## src/rtl/nmr_bstrm_pkg.sv

```systemverilog
`timescale 1ns/1ps
// Shared types and instruction-word layout for the NMR bitstream sequencer.
package nmr_bstrm_pkg;

    // Instruction opcodes
    typedef enum logic [1:0] {
        OpPulse     = 2'd0,
        OpLoopStart = 2'd1,
        OpLoopEnd   = 2'd2,
        OpEnd       = 2'd3
    } op_t;

    // Word layout is {op[1:0], mux[3:0], pol, len[DATA_WIDTH-1:0]}.
    // LEN_LSB is absolute; the others are offsets above the len field.
    localparam int unsigned LEN_LSB = 0;
    localparam int unsigned POL_BIT = 0;
    localparam int unsigned MUX_LSB = 1;
    localparam int unsigned OP_LSB  = 5;
    localparam int unsigned CTRL_W  = 7;

    // Sequencer states
    typedef enum logic [2:0] {
        StIdle,
        StFetch,
        StDecode,
        StIssue,
        StAck,
        StDrain
    } state_t;

endpackage

```

## src/rtl/nmr_bstrm_loop_ctr.sv

```systemverilog
`timescale 1ns/1ps
// Single-level hardware loop state: remaining count, body address, active flag.
module nmr_bstrm_loop_ctr
    import nmr_bstrm_pkg::*;
#(
    parameter int unsigned DATA_WIDTH = 24,
    parameter int unsigned ADDR_WIDTH = 10
) (
    input  logic                  i_clk,
    input  logic                  i_rst,
    input  logic                  i_load,
    input  logic                  i_dec,
    input  logic                  i_clr,
    input  logic [DATA_WIDTH-1:0] i_cnt,
    input  logic [ADDR_WIDTH-1:0] i_addr,
    output logic                  o_last,
    output logic                  o_active,
    output logic [ADDR_WIDTH-1:0] o_loop_addr
);

    logic [DATA_WIDTH-1:0] r_cnt;
    logic [ADDR_WIDTH-1:0] r_addr;
    logic                  r_active;

    // Loop registers; a repeat count of 0 behaves as 1
    always_ff @(posedge i_clk) begin
        if (i_rst || i_clr) begin
            r_cnt    <= '0;
            r_addr   <= '0;
            r_active <= 1'b0;
        end else if (i_load) begin
            r_cnt    <= (i_cnt == '0) ? DATA_WIDTH'(1) : i_cnt;
            r_addr   <= i_addr;
            r_active <= 1'b1;
        end else if (i_dec) begin
            r_cnt    <= r_cnt - DATA_WIDTH'(1);
        end
    end

    assign o_last      = (r_cnt <= DATA_WIDTH'(1));
    assign o_active    = r_active;
    assign o_loop_addr = r_addr;

endmodule

```

## src/rtl/nmr_bstrm_seq_ctrl.sv

```systemverilog
`timescale 1ns/1ps
// Instruction sequencer driving the NMR bitstream datapath START handshake.
module nmr_bstrm_seq_ctrl
    import nmr_bstrm_pkg::*;
#(
    parameter int unsigned DATA_WIDTH = 24,
    parameter int unsigned ADDR_WIDTH = 10,
    parameter int unsigned MIN_LEN    = 8
) (
    input  logic                         i_clk,
    input  logic                         i_rst,
    input  logic                         i_go,
    input  logic                         i_abort,
    input  logic [ADDR_WIDTH-1:0]        i_base_addr,
    output logic [ADDR_WIDTH-1:0]        o_mem_addr,
    output logic                         o_mem_rd,
    input  logic [DATA_WIDTH+CTRL_W-1:0] i_mem_q,
    input  logic                         i_dpath_rdy,
    input  logic                         i_dpath_done,
    output logic                         o_bs_start,
    output logic [DATA_WIDTH-1:0]        o_bs_data,
    output logic                         o_bs_pol,
    output logic [3:0]                   o_bs_mux,
    output logic                         o_busy,
    output logic                         o_seq_done,
    output logic                         o_err
);

    state_t                r_state, w_state_nxt;
    logic [ADDR_WIDTH-1:0] r_pc, w_pc_nxt;
    logic                  r_bs_start, w_bs_start_nxt;
    logic [DATA_WIDTH-1:0] r_bs_data, w_bs_data_nxt;
    logic                  r_bs_pol, w_bs_pol_nxt;
    logic [3:0]            r_bs_mux, w_bs_mux_nxt;
    logic                  r_busy, w_busy_nxt;
    logic                  r_seq_done, w_seq_done_nxt;
    logic                  r_err, w_err_nxt;
    logic                  r_end_ok, w_end_ok_nxt;      // END reached, so DRAIN pulses SEQ_DONE
    logic                  r_abort_pend, w_abort_pend_nxt; // ABORT seen in ACK before RDY fell

    logic                  w_lp_load, w_lp_dec, w_lp_clr;
    logic                  w_lp_last, w_lp_active;
    logic [ADDR_WIDTH-1:0] w_lp_addr;

    op_t                   w_op;
    logic [DATA_WIDTH-1:0] w_len;
    logic                  w_pol;
    logic [3:0]            w_mux;
    logic                  w_pc_last;
    logic [ADDR_WIDTH-1:0] w_pc_inc;
    logic                  w_unused;

    assign w_op      = op_t'(i_mem_q[DATA_WIDTH+OP_LSB +: 2]);
    assign w_len     = i_mem_q[LEN_LSB +: DATA_WIDTH];
    assign w_pol     = i_mem_q[DATA_WIDTH+POL_BIT];
    assign w_mux     = i_mem_q[DATA_WIDTH+MUX_LSB +: 4];
    assign w_pc_last = &r_pc;
    assign w_pc_inc  = r_pc + ADDR_WIDTH'(1);
    // Pulse completion is tracked through RDY alone
    assign w_unused  = i_dpath_done;

    nmr_bstrm_loop_ctr #(
        .DATA_WIDTH (DATA_WIDTH),
        .ADDR_WIDTH (ADDR_WIDTH)
    ) u_loop_ctr (
        .i_clk       (i_clk),
        .i_rst       (i_rst),
        .i_load      (w_lp_load),
        .i_dec       (w_lp_dec),
        .i_clr       (w_lp_clr),
        .i_cnt       (w_len),
        .i_addr      (w_pc_inc),
        .o_last      (w_lp_last),
        .o_active    (w_lp_active),
        .o_loop_addr (w_lp_addr)
    );

    // Next-state and next-output logic
    always_comb begin
        w_state_nxt      = r_state;
        w_pc_nxt         = r_pc;
        w_bs_start_nxt   = 1'b0;
        w_bs_data_nxt    = r_bs_data;
        w_bs_pol_nxt     = r_bs_pol;
        w_bs_mux_nxt     = r_bs_mux;
        w_busy_nxt       = r_busy;
        w_seq_done_nxt   = 1'b0;
        w_err_nxt        = r_err;
        w_end_ok_nxt     = r_end_ok;
        w_abort_pend_nxt = r_abort_pend;
        w_lp_load        = 1'b0;
        w_lp_dec         = 1'b0;
        w_lp_clr         = 1'b0;
        unique case (r_state)
            StIdle: begin
                if (i_go) begin
                    w_pc_nxt         = i_base_addr;
                    w_err_nxt        = 1'b0;
                    w_busy_nxt       = 1'b1;
                    w_end_ok_nxt     = 1'b0;
                    w_abort_pend_nxt = 1'b0;
                    w_lp_clr         = 1'b1;
                    w_state_nxt      = StFetch;
                end
            end
            StFetch: begin
                w_state_nxt = i_abort ? StDrain : StDecode;
            end
            StDecode: begin
                w_state_nxt = StFetch;
                if (i_abort) begin
                    w_state_nxt = StDrain;
                end else begin
                    unique case (w_op)
                        OpPulse: begin
                            if (w_len < DATA_WIDTH'(MIN_LEN)) begin
                                w_err_nxt   = 1'b1;
                                w_state_nxt = StDrain;
                            end else begin
                                w_bs_data_nxt = w_len;
                                w_bs_pol_nxt  = w_pol;
                                w_bs_mux_nxt  = w_mux;
                                w_state_nxt   = StIssue;
                            end
                        end
                        OpLoopStart: begin
                            if (w_lp_active || w_pc_last) begin
                                w_err_nxt   = 1'b1;
                                w_state_nxt = StDrain;
                            end else begin
                                w_lp_load = 1'b1;
                                w_pc_nxt  = w_pc_inc;
                            end
                        end
                        OpLoopEnd: begin
                            if (!w_lp_active) begin
                                w_err_nxt   = 1'b1;
                                w_state_nxt = StDrain;
                            end else if (!w_lp_last) begin
                                w_lp_dec = 1'b1;
                                w_pc_nxt = w_lp_addr;
                            end else if (w_pc_last) begin
                                w_lp_clr    = 1'b1;
                                w_err_nxt   = 1'b1;
                                w_state_nxt = StDrain;
                            end else begin
                                w_lp_clr = 1'b1;
                                w_pc_nxt = w_pc_inc;
                            end
                        end
                        OpEnd: begin
                            w_end_ok_nxt = 1'b1;
                            w_state_nxt  = StDrain;
                        end
                        default: w_state_nxt = StDrain;
                    endcase
                end
            end
            StIssue: begin
                if (i_abort) begin
                    w_state_nxt = StDrain;
                end else if (i_dpath_rdy) begin
                    w_bs_start_nxt = 1'b1;
                    w_state_nxt    = StAck;
                end
            end
            StAck: begin
                // RDY falling confirms the datapath has taken START
                if (!i_dpath_rdy) begin
                    if (i_abort || r_abort_pend) begin
                        w_state_nxt = StDrain;
                    end else if (w_pc_last) begin
                        w_err_nxt   = 1'b1;
                        w_state_nxt = StDrain;
                    end else begin
                        w_pc_nxt    = w_pc_inc;
                        w_state_nxt = StFetch;
                    end
                end else if (i_abort) begin
                    w_abort_pend_nxt = 1'b1;
                end
            end
            StDrain: begin
                if (i_dpath_rdy) begin
                    w_seq_done_nxt = r_end_ok;
                    w_busy_nxt     = 1'b0;
                    w_state_nxt    = StIdle;
                end
            end
            default: w_state_nxt = StIdle;
        endcase
    end

    // State and registered outputs
    always_ff @(posedge i_clk) begin
        if (i_rst) begin
            r_state      <= StIdle;
            r_pc         <= '0;
            r_bs_start   <= 1'b0;
            r_bs_data    <= '0;
            r_bs_pol     <= 1'b0;
            r_bs_mux     <= '0;
            r_busy       <= 1'b0;
            r_seq_done   <= 1'b0;
            r_err        <= 1'b0;
            r_end_ok     <= 1'b0;
            r_abort_pend <= 1'b0;
        end else begin
            r_state      <= w_state_nxt;
            r_pc         <= w_pc_nxt;
            r_bs_start   <= w_bs_start_nxt;
            r_bs_data    <= w_bs_data_nxt;
            r_bs_pol     <= w_bs_pol_nxt;
            r_bs_mux     <= w_bs_mux_nxt;
            r_busy       <= w_busy_nxt;
            r_seq_done   <= w_seq_done_nxt;
            r_err        <= w_err_nxt;
            r_end_ok     <= w_end_ok_nxt;
            r_abort_pend <= w_abort_pend_nxt;
        end
    end

    assign o_mem_addr = r_pc;
    assign o_mem_rd   = (r_state == StFetch);
    assign o_bs_start = r_bs_start;
    assign o_bs_data  = r_bs_data;
    assign o_bs_pol   = r_bs_pol;
    assign o_bs_mux   = r_bs_mux;
    assign o_busy     = r_busy;
    assign o_seq_done = r_seq_done;
    assign o_err      = r_err;

endmodule
```

## config.mk

```make
export PLATFORM = sky130hd
export DESIGN_NAME = nmr_bstrm_seq_ctrl
export DESIGN_NICKNAME = d
export VERILOG_FILES = /design/src/rtl/nmr_bstrm_pkg.sv /design/src/rtl/nmr_bstrm_loop_ctr.sv /design/src/rtl/nmr_bstrm_seq_ctrl.sv
export SDC_FILE = /design/constraint.sdc
export NUM_CORES = 1
export LEC_CHECK = 0
export BUFFER_PORTS_ARGS = -buffer_cell sky130_fd_sc_hd__buf_2
export CORE_MARGIN = 2
export CORE_UTILIZATION = 55
export CTS_CLUSTER_DIAMETER = 80
export CTS_CLUSTER_SIZE = 25
export DETAILED_ROUTE_END_ITERATION = 10
export HOLD_SLACK_MARGIN = 0.15
export PLACE_DENSITY = 0.8
export SLEW_MARGIN = 40
export SYNTH_ARGS = -nofsm -noshare
export SYNTH_HDL_FRONTEND = slang
export SYNTH_HIERARCHICAL = 1
export SYNTH_SLANG_ARGS = --single-unit
```

## constraint.sdc

```tcl
create_clock -name i_clk -period 4.9 [get_ports i_clk]
set_clock_uncertainty 0.1 [all_clocks]
set_input_delay 0.245 -clock i_clk [delete_from_list [all_inputs] [get_ports i_clk]]
set_output_delay 0.245 -clock i_clk [all_outputs]
set_load 0.005 [all_outputs]
```

==> results_dict.tcl, run 1 <==
set metrics [dict create \
    top_usage_layer "met2" \
    areaGrowthSynthToFinish_pct 23.0 \
    rows 32 \
    holdBufCountCts 34 \
    ys.flop_type "dfxtp_1" \
    synth_top_family_by_area "simple AND/OR/NAND/NOR gates" \
    setup_viol 0 \
    totalPowerFinal_mw 1.48 \
    die_h_um 93.8 \
    met3_usage_pct 4.01 \
    start_util_pct 57.1 \
    final_util_pct 70.2 \
    io_pins 91 \
    clk_latency_ps 360 \
    start_kind "register" \
    routed_wirelength_um 12600 \
    synth_common_cells "dfxtp_1, nor2_1, mux2i_1" \
    synth_area_leaders "dfxtp_1, mux2i_1, nor2_1" \
    htree_levels 3 \
    clockRootBuffer "clkbuf_8" \
    fmax_mhz 258 \
    rsz0062_at_grt "no" \
    critPathRequiredTime_ps 5060 \
    place.gp.congestion 0.842 \
    fill_cells 599 \
    yosysTopAreaCell "dfxtp_1" \
    yosys.area_share.xor_xnor_pct 5.73 \
    dp.cells 678 \
    cp-end-kind "register" \
    cts.sinks 83 \
    cts_buffers 9 \
    num-nets-final 676 \
    syn_avg_cell_area_sq_um 8.59 \
    drt_iter0_markers 401 \
    hpwl_um 7930 \
    port_buffers 89 \
    path_clk_slew_ps 100 \
    synth_most_common_cell "dfxtp_1" \
    drtPass1Iterations 5 \
    routedWlPerCell_um 17.2 \
    ys_seq_area_share_pct 37.5 \
    leakagePower_nw 2.44 \
    placedInstanceArea_sq_um 4920 \
    max_slew.worst_pin.slew_ps 781 \
    core_area_sq_um 7770 \
    synth_edf_count 0 \
    vias 4498 \
    maxSlewHeadroom_pct 47.9 \
    grt_pass1_wl_um 20300 \
    outcome "finished, final reports clean" \
    cts-resized-gates 0 \
    finalCritPeriodShare_pct 79.3 \
    die_width_um 93.8 \
    final_area_sq_um 5450 \
    hold_path.class "in -> reg" \
    ys_warn_count 6 \
    p_per_area_nw_per_um2 271 \
    ant_nets 0 \
    post_cts_buffers 0 \
    ys_types 69 \
    grt_max_degree 41 \
    crit_type "reg -> reg" \
    async_flop_share_pct 0 \
    die_area_sq_um 8800 \
    antenna_found_initial 0 \
    final_max_slew_viol_count 0 \
    crit_fanout 9 \
    detail_route.vias_per_cell 6.16 \
    synth-compound-area-share_pct 17.6 \
    netlist_area_sq_um 4430 \
    hold_viol 0 \
    fin_crit_ps 3880 \
    synth_fa_ha_area_share_pct 1.98 \
    grtUsageTotal_pct 28.7 \
    vdd_ir_drop_max_uv 178 \
    syn_inst 516 \
    clock_tree.buffer_depth 2 \
    synthMuxAreaShare_pct 9.93 \
    ys_ff_latch 83 \
    drv_cap 0 \
    critical_path_arrival_ps 4050 \
    synth_fp_nets 570 \
    met2_usage_pct 47.9 \
    overflow 0 \
    setup-tns-final_ps 0 \
    synth_top_area_share_pct 37.5 \
    stdcell_count 730 \
    gr-usage-met1_pct 37.0 \
    cts_tree "built" \
    drive_gt1_share_pct 21.4 \
    grt_pass1_vias 4213 \
    synthSimpleGateAreaFrac_pct 22.7 \
    route.detailed.drc 0 \
]
## sequential cells by signal, summed over array words and instances (netlist names)
name,cells
o_err,1
u_loop_ctr/o_loop_addr,10
r_state,3
o_bs_pol,1
o_seq_done,1
o_mem_addr,10
o_busy,1
u_loop_ctr/o_active,1
r_end_ok,1
o_bs_mux,4
u_loop_ctr/r_cnt,24
r_abort_pend,1
o_bs_data,24
o_bs_start,1
## where the power goes
| group | internal, mW | switching [mW] |
|---|---|---|
| Clock | 0.189 | 0.271 |
| Sequential | 0.697 | 0.0508 |
| Combinational | 0.119 | 0.148 |
## cell type report
| type | instances | area [sq um] | area share, % |
|---|---|---|---|
| Timing Repair Buffer | 126 | 808 | 14.8 |
| Tap cell | 102 | 128 | 2.34 |
| Multi-Input combinational cell | 389 | 2630 | 48.2 |
| Clock inverter | 6 | 48.8 | 0.895 |
| Clock buffer | 10 | 128 | 2.34 |
| Sequential cell | 83 | 1660 | 30.5 |
| Antenna cell | 1 | 2.50 | 0.0459 |
| Inverter | 13 | 48.8 | 0.895 |
## worst paths after layout
path	from	end	slack, ps	cells after the start
setup / recovery	u_loop_ctr/r_cnt[3]$_SDFFE_PP0P_	u_loop_ctr/r_cnt[9]$_SDFFE_PP0P_	1020	10
hold / removal	i_go	o_busy$_SDFFE_PP0P_	160	3
setup reg to reg	u_loop_ctr/r_cnt[3]$_SDFFE_PP0P_	u_loop_ctr/r_cnt[9]$_SDFFE_PP0P_	1020	10
hold reg to reg	r_end_ok$_SDFFE_PP0P_	r_end_ok$_SDFFE_PP0P_	390	2
## metrics by stage
step	hold slack [ps]	setup slack, ps
after CTS	161	930
after global placement	365	1060
final	156	1020
after floorplan	288	1450
after global routing	183	830
after detailed placement	368	956
## placed cells by master, fill, tap and decap left out, types with 3 or more instances in the layout
cell,count
nor3_1,9
a31oi_1,4
a211oi_1,3
a311oi_1,5
o31ai_1,3
or3_1,10
buf_4,3
dfxtp_1,83
o21a_1,3
buf_2,89
mux2i_1,44
a21oi_1,32
nor2_1,69
nand3_1,9
o221ai_1,6
inv_1,12
clkinvlp_4,3
clkbuf_8,9
nor4_1,14
dlygate4sd3_1,34
xor2_1,11
nor4_2,5
ha_1,7
o21ai_0,36
a41oi_1,3
xnor2_1,18
or2_2,3
nor2b_1,3
nand2_1,34
nand2b_1,6
## metal layers
metal  routed length, um  vias to the layer above
met4                 364                        0
met2                6160                      232
met1                5240                     2134
met3                 800                       48
met5                   0                        -
li1                    -                     2084
## critical path: stages (launching register included)
cell and delay, ps:
dfxtp_1 380, or4_4 590, or3_1 520, nor4_2 620
nor2b_1 130, and3_1 300, or4b_1 430, or3_1 290
nor2_1 80, xnor2_1 140, a21oi_1 220
## kinds of logic after synthesis
logic type | after synthesis
XOR/XNOR | 29
adder cells (fa/ha/maj) | 7
flip-flops | 83
multiplexers | 44
buffers and inverters | 44
AND/OR/NAND/NOR | 189
AO/OA/AOI/OAI | 120
No activity file was read; power rests on OpenSTA's default activity.
==> inputs of run 2 (changes only) <==
Settings changed: CORE_UTILIZATION 55 to 50, PLACE_DENSITY 0.8 to 0.77.
Clock period 4.9 ns to 3.2 ns, I/O delays scaled along.
==> results_dict.tcl, run 2 (synthesized netlist as in run 1, its figures left out) <==
set metrics [dict create \
    outcome "finished, final reports clean" \
    seq_area_sq_um 1660 \
    areaGrowthSynthToFinish_pct 28.3 \
    rows 34 \
    mostFrequentLayoutCell "buf_2" \
    crit_buf_inv 2 \
    cp_top_family "simple AND/OR/NAND/NOR gates" \
    die_h_um 98.2 \
    crit_start "u_loop_ctr/r_cnt[3]$_SDFFE_PP0P_" \
    r2r-start "u_loop_ctr/r_cnt[3]$_SDFFE_PP0P_" \
    fin_ws_ps 150 \
    hold_viol 0 \
    hp-start "i_mem_q[30]" \
    htree_levels 3 \
    hold_path.class "in -> reg" \
    drive_gt1_share_pct 23.6 \
    grtUsageTotal_pct 25.9 \
    fill_cells 717 \
    rr_worst_depth 9 \
    critical_path_arrival_ps 3220 \
    overflow 0 \
    clock_tree.buffer_depth 2 \
    final_area_sq_um 5690 \
    clockRootBuffer "clkbuf_8" \
    critPathRequiredTime_ps 3370 \
    port_buffers 89 \
    place.gp.congestion 0.866 \
    totalPowerFinal_mw 2.28 \
    detail_route.vias_per_cell 5.88 \
    layout_common_cells "buf_2, dfxtp_1, nor2_1, mux2i_1, dlygate4sd3_1" \
    finalCritPeriodShare_pct 95.3 \
    grt_max_degree 41 \
    max_slew.worst_pin.slew_ps 767 \
    antenna_cells 0 \
    p_per_area_nw_per_um2 400 \
    drt_iter0_markers 301 \
    vdd_ir_drop_max_uv 257 \
    setup_viol 0 \
    multi_input_area_sq_um 2640 \
    fmax_mhz 328 \
    core_area_sq_um 8680 \
    cts_buffers 9 \
    hold_depth 4 \
    maxSlewHeadroom_pct 48.9 \
    hpwl_um 8430 \
    cts_tree "built" \
    drv_cap 0 \
    fin_crit_ps 3050 \
    clk_latency_ps 370 \
    num-nets-final 702 \
    path_clk_slew_ps 90 \
    crit_fanout 17 \
    vias 4477 \
    cts.sinks 83 \
    drtPass1Iterations 5 \
    ant_nets 0 \
    critPathSlowestCell "or4_4" \
    cp-end-kind "register" \
    path_cells "or4_4 > or3_1 > nor4_4 > buf_4 > inv_1 > o41ai_2 > nor2_2 > o21ai_0 > o21ba_1" \
    routed_wirelength_um 12800 \
    start_util_pct 51.1 \
    grt_pass1_vias 4289 \
    slowest_delay_ps 560 \
    final_max_slew_viol_count 0 \
    start_kind "register" \
    dp_slack_ps 6.70 \
    crit_type "reg -> reg" \
    antenna_found_initial 1 \
    routedWlPerCell_um 16.8 \
    route.detailed.drc 0 \
    path_depth 9 \
    placedInstanceArea_sq_um 5050 \
    grt_pass1_wl_um 20400 \
    setup-tns-final_ps 0 \
    leakagePower_nw 2.57 \
    die_width_um 98.2 \
    die_area_sq_um 9640 \
    io_pins 91 \
]
## run 2: layout make-up
class                           instances  area share (%)
Clock buffer                            9            2.18
Tap cell                              108            2.38
Inverter                               13           0.858
Clock inverter                          7           0.924
Multi-Input combinational cell        389            46.5
Timing Repair Buffer                  152            18.0
Sequential cell                        83            29.2
## run 2: path summary, 6_finish.rpt
check | endpoint | slack, ps
worst max register to register | u_loop_ctr/r_cnt[12]$_SDFFE_PP0P_ | 150
worst min-delay path | r_end_ok$_SDFFE_PP0P_ | 160
worst max-delay path | u_loop_ctr/r_cnt[12]$_SDFFE_PP0P_ | 150
worst min register to register | o_err$_SDFFE_PP0P_ | 380
## run 2: report_power, final
part	switching, mW	internal [mW]
combinational	0.245	0.203
clock	0.415	0.285
sequential	0.0613	1.07
## run 2: per-stage QoR
| stage | hold slack, ps | instances | utilization (%) |
|---|---|---|---|
| 2_1_floorplan | 203 | 516 | - |
| 3_3_place_gp | 295 | 701 | 58.0 |
| 3_5_place_dp | 304 | 701 | 58.2 |
| 4_1_cts | 155 | 759 | 65.1 |
| 5_1_grt | 193 | 761 | 65.5 |
| 6_report | 157 | 761 | 65.5 |
## run 2: layer usage
metal / track usage, % / up-vias / wire length (um)
met4: 12.8 / 0 / 449
met2: 44.3 / 161 / 6370
li1: - / 2138 / -
met1: 30.9 / 2133 / 5230
met5: 0 / - / 0
met3: 5.65 / 45 / 705
## run 2: worst register-to-register path, cell delays in order, from the launching register on
cell	delay, ps
dfxtp_1	360
or4_4	560
or3_1	390
nor4_4	320
buf_4	180
inv_1	70
o41ai_2	460
nor2_2	220
o21ai_0	150
o21ba_1	160
## run 2: repair_timing
item / in CTS / in global routing
endpoints found under the hold margin: 71 / 0
pin swaps: 0 / 0
setup buffers: 0 / 1
cloned: 0 / 0
setup endpoints to repair: 2 / 35
gates resized for setup: 1 / 5
hold buffers: 42 / 0
